**config.mk**
```make
export PLATFORM = sky130hd
export DESIGN_NAME = pipe_ctrl_flat
export DESIGN_NICKNAME = d
export VERILOG_FILES = /design/src/rtl/pipe_ctrl_if.sv /design/src/rtl/pipe_ctrl.sv /design/src/flat_wrapper.sv
export SDC_FILE = /design/constraint.sdc
export NUM_CORES = 1
export LEC_CHECK = 0
export ABC_AREA = 1
export CORE_ASPECT_RATIO = 2
export CORE_MARGIN = 5
export CORE_UTILIZATION = 30
export DETAILED_ROUTE_END_ITERATION = 7
export PLACE_DENSITY = 0.58
export SYNTH_ARGS = -nofsm -noshare
export SYNTH_HDL_FRONTEND = slang
export SYNTH_SLANG_ARGS = --single-unit
```
**constraint.sdc**
```tcl
create_clock -name clk -period 2.35 [get_ports clk]
set_input_delay 0.235 -clock clk [delete_from_list [all_inputs] [get_ports clk]]
set_output_delay 0.235 -clock clk [all_outputs]
set_load 0.02 [all_outputs]
```
**src/rtl/pipe_ctrl_if.sv**
```systemverilog
// pipe_ctrl_if: stall requests, multi-cycle start, exception flush and status outputs of pipe_ctrl.
interface pipe_ctrl_if #(
    parameter int STAGES = 6,
    parameter int CNT_W  = 6
);
    logic [STAGES-1:0]         stallreq_i;
    logic                      mc_start_i;
    logic [$clog2(STAGES)-1:0] mc_stage_i;
    logic [CNT_W-1:0]          mc_cycles_i;
    logic                      excp_valid_i;
    logic [31:0]               excp_pc_i;
    logic [STAGES-1:0]         stall_o;
    logic                      flush_o;
    logic [31:0]               new_pc_o;
    logic                      mc_busy_o;
    logic                      timeout_o;
    logic [31:0]               stall_cnt_o;

    modport master (
        output stallreq_i, mc_start_i, mc_stage_i, mc_cycles_i, excp_valid_i, excp_pc_i,
        input  stall_o, flush_o, new_pc_o, mc_busy_o, timeout_o, stall_cnt_o
    );

    modport slave (
        input  stallreq_i, mc_start_i, mc_stage_i, mc_cycles_i, excp_valid_i, excp_pc_i,
        output stall_o, flush_o, new_pc_o, mc_busy_o, timeout_o, stall_cnt_o
    );
endinterface

```
**src/rtl/pipe_ctrl.sv**
```systemverilog
// pipe_ctrl: pipeline stall/flush controller with multi-cycle sequencer, stall watchdog and
// optional stall performance counter (enabled by PIPE_CTRL_PERF_CNT_EN).
module pipe_ctrl #(
    parameter int STAGES  = 6,
    parameter int CNT_W   = 6,
    parameter int TIMEOUT = 1024
) (
    input  logic       clk,
    input  logic       rst_n,
    pipe_ctrl_if.slave bus
);
    localparam int SW   = $clog2(STAGES);
    localparam int WD_W = $clog2(TIMEOUT + 1);

    typedef enum logic {IDLE, BUSY} state_t;

    state_t            state_q, state_d;
    logic [CNT_W-1:0]  rem_q, rem_d;
    logic [SW-1:0]     stage_q, stage_d;
    logic              flush_q;
    logic [31:0]       new_pc_q;
    logic [WD_W-1:0]   wd_q, wd_d;
    logic              timeout_q, timeout_d;
    logic              mc_busy;
    logic [STAGES-1:0] mc_req, req_eff, stall_raw, stall;

    always_ff @(posedge clk or negedge rst_n) begin
        if (!rst_n) begin
            state_q <= IDLE;
            rem_q   <= '0;
            stage_q <= '0;
        end else begin
            state_q <= state_d;
            rem_q   <= rem_d;
            stage_q <= stage_d;
        end
    end

    // An exception commit overrides any sequencer activity, including a same-cycle start.
    always_comb begin
        state_d = state_q;
        rem_d   = rem_q;
        stage_d = stage_q;
        if (bus.excp_valid_i) begin
            state_d = IDLE;
            rem_d   = '0;
        end else if (state_q == BUSY) begin
            rem_d   = rem_q - CNT_W'(1);
            state_d = (rem_q == CNT_W'(1)) ? IDLE : BUSY;
        end else if (bus.mc_start_i && bus.mc_cycles_i > CNT_W'(1)) begin
            state_d = BUSY;
            rem_d   = bus.mc_cycles_i - CNT_W'(1);
            stage_d = bus.mc_stage_i;
        end
    end

    always_comb begin
        mc_busy = state_q == BUSY;
        mc_req  = mc_busy ? STAGES'(1) << stage_q :
                  (bus.mc_start_i && |bus.mc_cycles_i) ? STAGES'(1) << bus.mc_stage_i : '0;
    end

    // Stage j stalls whenever any stage at or above j requests a stall.
    always_comb begin
        req_eff = bus.stallreq_i | mc_req;
        for (int j = 0; j < STAGES; j++) stall_raw[j] = |(req_eff >> j);
        stall = flush_q ? '0 : stall_raw;
    end

    always_comb begin
        wd_d      = !stall[0] ? '0 : (wd_q == WD_W'(TIMEOUT)) ? wd_q : wd_q + WD_W'(1);
        timeout_d = !flush_q && (timeout_q || wd_d == WD_W'(TIMEOUT));
    end

    always_ff @(posedge clk or negedge rst_n) begin
        if (!rst_n) begin
            flush_q   <= 1'b0;
            new_pc_q  <= '0;
            wd_q      <= '0;
            timeout_q <= 1'b0;
        end else begin
            flush_q   <= bus.excp_valid_i;
            new_pc_q  <= bus.excp_valid_i ? bus.excp_pc_i : new_pc_q;
            wd_q      <= wd_d;
            timeout_q <= timeout_d;
        end
    end

`ifdef PIPE_CTRL_PERF_CNT_EN
    logic [31:0] stall_cnt_q;

    always_ff @(posedge clk or negedge rst_n) begin
        if (!rst_n) stall_cnt_q <= '0;
        else if (stall[0] && !(&stall_cnt_q)) stall_cnt_q <= stall_cnt_q + 32'd1;
    end

    assign bus.stall_cnt_o = stall_cnt_q;
`else
    assign bus.stall_cnt_o = 32'h0;
`endif

    assign bus.stall_o   = stall;
    assign bus.flush_o   = flush_q;
    assign bus.new_pc_o  = new_pc_q;
    assign bus.mc_busy_o = mc_busy;
    assign bus.timeout_o = timeout_q;
endmodule

```
**src/flat_wrapper.sv**
```systemverilog
// flat-port wrapper written by rule: the top's interface ports become plain ports
module pipe_ctrl_flat 
#(
    parameter int STAGES  = 6,
    parameter int CNT_W   = 6,
    parameter int TIMEOUT = 1024
)
  (clk, rst_n, bus_stallreq_i, bus_mc_start_i, bus_mc_stage_i, bus_mc_cycles_i, bus_excp_valid_i, bus_excp_pc_i, bus_stall_o, bus_flush_o, bus_new_pc_o, bus_mc_busy_o, bus_timeout_o, bus_stall_cnt_o);
  pipe_ctrl_if #(.STAGES(STAGES), .CNT_W(CNT_W)) bus_i ();
  input  logic clk;
  input  logic rst_n;
  input wire logic [$bits(bus_i.stallreq_i)-1:0] bus_stallreq_i;
  input wire logic [$bits(bus_i.mc_start_i)-1:0] bus_mc_start_i;
  input wire logic [$bits(bus_i.mc_stage_i)-1:0] bus_mc_stage_i;
  input wire logic [$bits(bus_i.mc_cycles_i)-1:0] bus_mc_cycles_i;
  input wire logic [$bits(bus_i.excp_valid_i)-1:0] bus_excp_valid_i;
  input wire logic [$bits(bus_i.excp_pc_i)-1:0] bus_excp_pc_i;
  output wire logic [$bits(bus_i.stall_o)-1:0] bus_stall_o;
  output wire logic [$bits(bus_i.flush_o)-1:0] bus_flush_o;
  output wire logic [$bits(bus_i.new_pc_o)-1:0] bus_new_pc_o;
  output wire logic [$bits(bus_i.mc_busy_o)-1:0] bus_mc_busy_o;
  output wire logic [$bits(bus_i.timeout_o)-1:0] bus_timeout_o;
  output wire logic [$bits(bus_i.stall_cnt_o)-1:0] bus_stall_cnt_o;
  assign bus_i.stallreq_i = bus_stallreq_i;
  assign bus_i.mc_start_i = bus_mc_start_i;
  assign bus_i.mc_stage_i = bus_mc_stage_i;
  assign bus_i.mc_cycles_i = bus_mc_cycles_i;
  assign bus_i.excp_valid_i = bus_excp_valid_i;
  assign bus_i.excp_pc_i = bus_excp_pc_i;
  assign bus_stall_o = bus_i.stall_o;
  assign bus_flush_o = bus_i.flush_o;
  assign bus_new_pc_o = bus_i.new_pc_o;
  assign bus_mc_busy_o = bus_i.mc_busy_o;
  assign bus_timeout_o = bus_i.timeout_o;
  assign bus_stall_cnt_o = bus_i.stall_cnt_o;
  pipe_ctrl #(.STAGES(STAGES), .CNT_W(CNT_W), .TIMEOUT(TIMEOUT)) u_core (.clk(clk), .rst_n(rst_n), .bus(bus_i));
endmodule
```
==> results.yml <==
drt:
  wl_per_cell_um: 13.1
  drt_iter0_drc: 64
  dr.pass1.iters: 4
  wl_um: 8780
  remaining_drc_errors: 0
  detail-route-antenna-nets: 0
  route.vias.total: 2961
  viasPerCell: 4.42
sta:
  min_period_ns: 2.20
  finalSetupViolations: 0
  slew_headroom: 0.544
  fin_skew_ns: 0.00334
  max_freq_ghz: 0.455
  slew_violations: 0
  grt_setup_unrepaired: "false"
  hold_violations: 0
  tightestPinTransition_ns: 0.685
  timing.setup.tns_ns: 0
  period_share: 0.935
  hold_ws_ns: 0.467
worst_setup_path:
  end_kind: "output port"
  crit_path_start_kind: "input pin"
  rr_startpoint: "u_core.wd_q[0]$_DFF_PN0_"
  cp_max_fo: 5
  critical_path.startpoint: "bus_mc_cycles_i[0]"
  worstSetupPathType: "input pin to output port"
  critPathRequiredTime_ns: 2.12
  cp.arrival_ns: 1.96
clocking:
  tritoncts: "built"
  cts-root-buf: "clkbuf_16"
  cts_sinks: 55
  clk_path_buf_depth: 2
  clk_latency_ns: 0.29
  path_clk_slew_ns: 0.08
  htree_levels: 2
  postCtsSetupBuffers: 0
  cts_buffers: 5
synth:
  synth_seq_cells: 55
  synth_compound_area_frac: 0.0839
  synth_cell_types: 34
  yosysWarnings: 0
  yosys.area_share.simple: 0.292
  synth_mux_area_frac: 0
  netlist_area_um2: 3210
  synth_fa_ha_area_frac: 0.0273
  synth_xor_area_frac: 0.0164
  syn_inst: 420
  syn_avg_cell_area_um2: 7.64
  synth_top_family_by_area: "simple AND/OR/NAND/NOR gates"
  ys_seq_area_frac: 0.429
hold_path:
  hp-class: "input pin to flip-flop"
  min-delay-start: "bus_excp_pc_i[20]"
pwr:
  p_total_mw: 2.55
  power_density_nw_per_um2: 574
  p_leak_nw: 2.15
  ir_drop_v: 0.000329
run_status:
  status: "complete, no violations"
cells_and_area:
  antenna_cells: 0
  nets: 590
  final_cell_mix: "nand2_1, clkdlybuf4s50_1, dfrtp_1, inv_1, nor2_1"
  final_common_cell: "nand2_1"
  fin_area_um2: 4440
  drive_gt1_frac: 0.116
  area_growth_pct: 38.6
grt:
  grt_antenna_before_repair: 0
  grt_pass1_wl_um: 14500
  grt_use_total: 0.137
  overflow: 0
  first_global_vias: 3038
  grt_max_degree: 33
die:
  die_area_um2: 13000
  die_y_um: 156
  fp-row-count: 53
  ioPinCount: 124
  start_util: 0.306
  core-area_um2: 10500
  die_w_um: 83.1
placement:
  placed_area_um2: 4300
  place_congestion: 0.884
  dp_hpwl_um: 7170
  port_buffers: 91
flow_run:
  maxCapViolations: 0
worst max-delay path: stages:
cell and delay (ns):
clkdlybuf4s50_1 0.49, inv_1 0.06, ha_1 0.22, nand3_4 0.11, nand2_1 0.07, o21ai_2 0.18
nor2_4 0.06, nand2_1 0.05, nand2_1 0.09, nand2_1 0.07, dlygate4sd2_1 0.32
worst paths after layout:
path / end / slack [ns] / cells past startpoint
max reg2reg: u_core.bus.timeout_o$_DFF_PN0_ / 0.53 / 7
min reg2reg: u_core.bus.new_pc_o[11]$_DFFE_PN0P_ / 0.47 / 2
max: bus_stall_o[1] / 0.15 / 11
min: u_core.bus.new_pc_o[20]$_DFFE_PN0P_ / 0.47 / 3
min in group asynchronous: u_core.wd_q[4]$_DFF_PN0_ / 0.51 / 2
max in group asynchronous: u_core.bus.new_pc_o[12]$_DFFE_PN0P_ / 1.24 / 3
sequential cells by signal (all words and copies together), names as in the netlist:
name / flops
u_core.wd_q: 11
u_core.rem_q: 6
u_core.stage_q: 3
u_core.bus.flush_o: 1
u_core.bus.mc_busy_o: 1
u_core.bus.new_pc_o: 32
u_core.bus.timeout_o: 1
synthesized netlist by cell type:
master	instances	area share
nand2_1	139	0.16
dfrtp_1	55	0.43
inv_1	41	0.048
nor2_1	33	0.039
buf_4	32	0.075
o21ai_0	20	0.031
nand3_1	15	0.023
a21oi_1	14	0.022
clkbuf_1	7	0.0082
ha_1	7	0.027
inv_2	6	0.0070
nand4_1	6	0.012
nor2_2	6	0.012
xor2_1	5	0.014
nand3_2	4	0.012
buf_6	3	0.011
nand2_2	3	0.0059
nor2_4	3	0.011
o211ai_1	3	0.0070
a31oi_1	2	0.0039
nor3_1	2	0.0031
o22ai_1	2	0.0039
a21oi_2	1	0.0027
a31o_2	1	0.0027
and3_1	1	0.0020
buf_2	1	0.0016
conb_1	1	0.0012
nand3_4	1	0.0055
nand3b_1	1	0.0023
nor4_1	1	0.0020
o21ai_2	1	0.0027
o311ai_0	1	0.0027
o41ai_2	1	0.0051
xnor2_1	1	0.0027
area by class of cell:
class                      count  area (um2)
clock buffer                   5         125
clock inverter                 3        25.0
fill                        1125        6030
inverter                      47         176
multi-input combinational    306        1470
sequential                    55        1380
tap                          137         171
timing repair buffer         117        1100
routing by layer:
metal  global-route usage  up-vias  part of all wire
met5                    0        -                 0
met4               0.0850        0             0.060
met3               0.0248       34             0.050
met2                0.275       93              0.57
met1                0.122     1366              0.32
li1                     -     1468                 -
cell families (layout without fill, tap and decap cells):
kind of cell / after synthesis / after routing
AND/OR/NAND/NOR: 215 / 215
buffers and inverters: 90 / 172
flip-flops: 55 / 55
AO/OA/AOI/OAI: 46 / 46
adder cells (fa/ha/maj): 7 / 7
XOR/XNOR: 6 / 6
other: 1 / 32
per-stage QoR:
step	utilization	setup slack [ns]	std cells
finish	0.424	0.153	670
floorplan	-	0.643	451
global placement	0.410	-0.151	661
global route	0.424	0.0198	670
CTS	0.425	0.0801	670
detailed placement	0.410	-0.186	661
report_power, final:
part,switching [mW],internal [mW]
clock,0.364,0.400
combinational,0.395,0.302
sequential,0.0601,1.03
repair_timing:
item | 4_1_cts | 5_1_grt
resized for setup | 6 | 2
pin swaps | 0 | 0
hold endpoints to repair | 27 | 0
hold buffers | 1 | 0
setup endpoints to repair | 6 | 1
No activity file was read; power rests on OpenSTA's default activity.
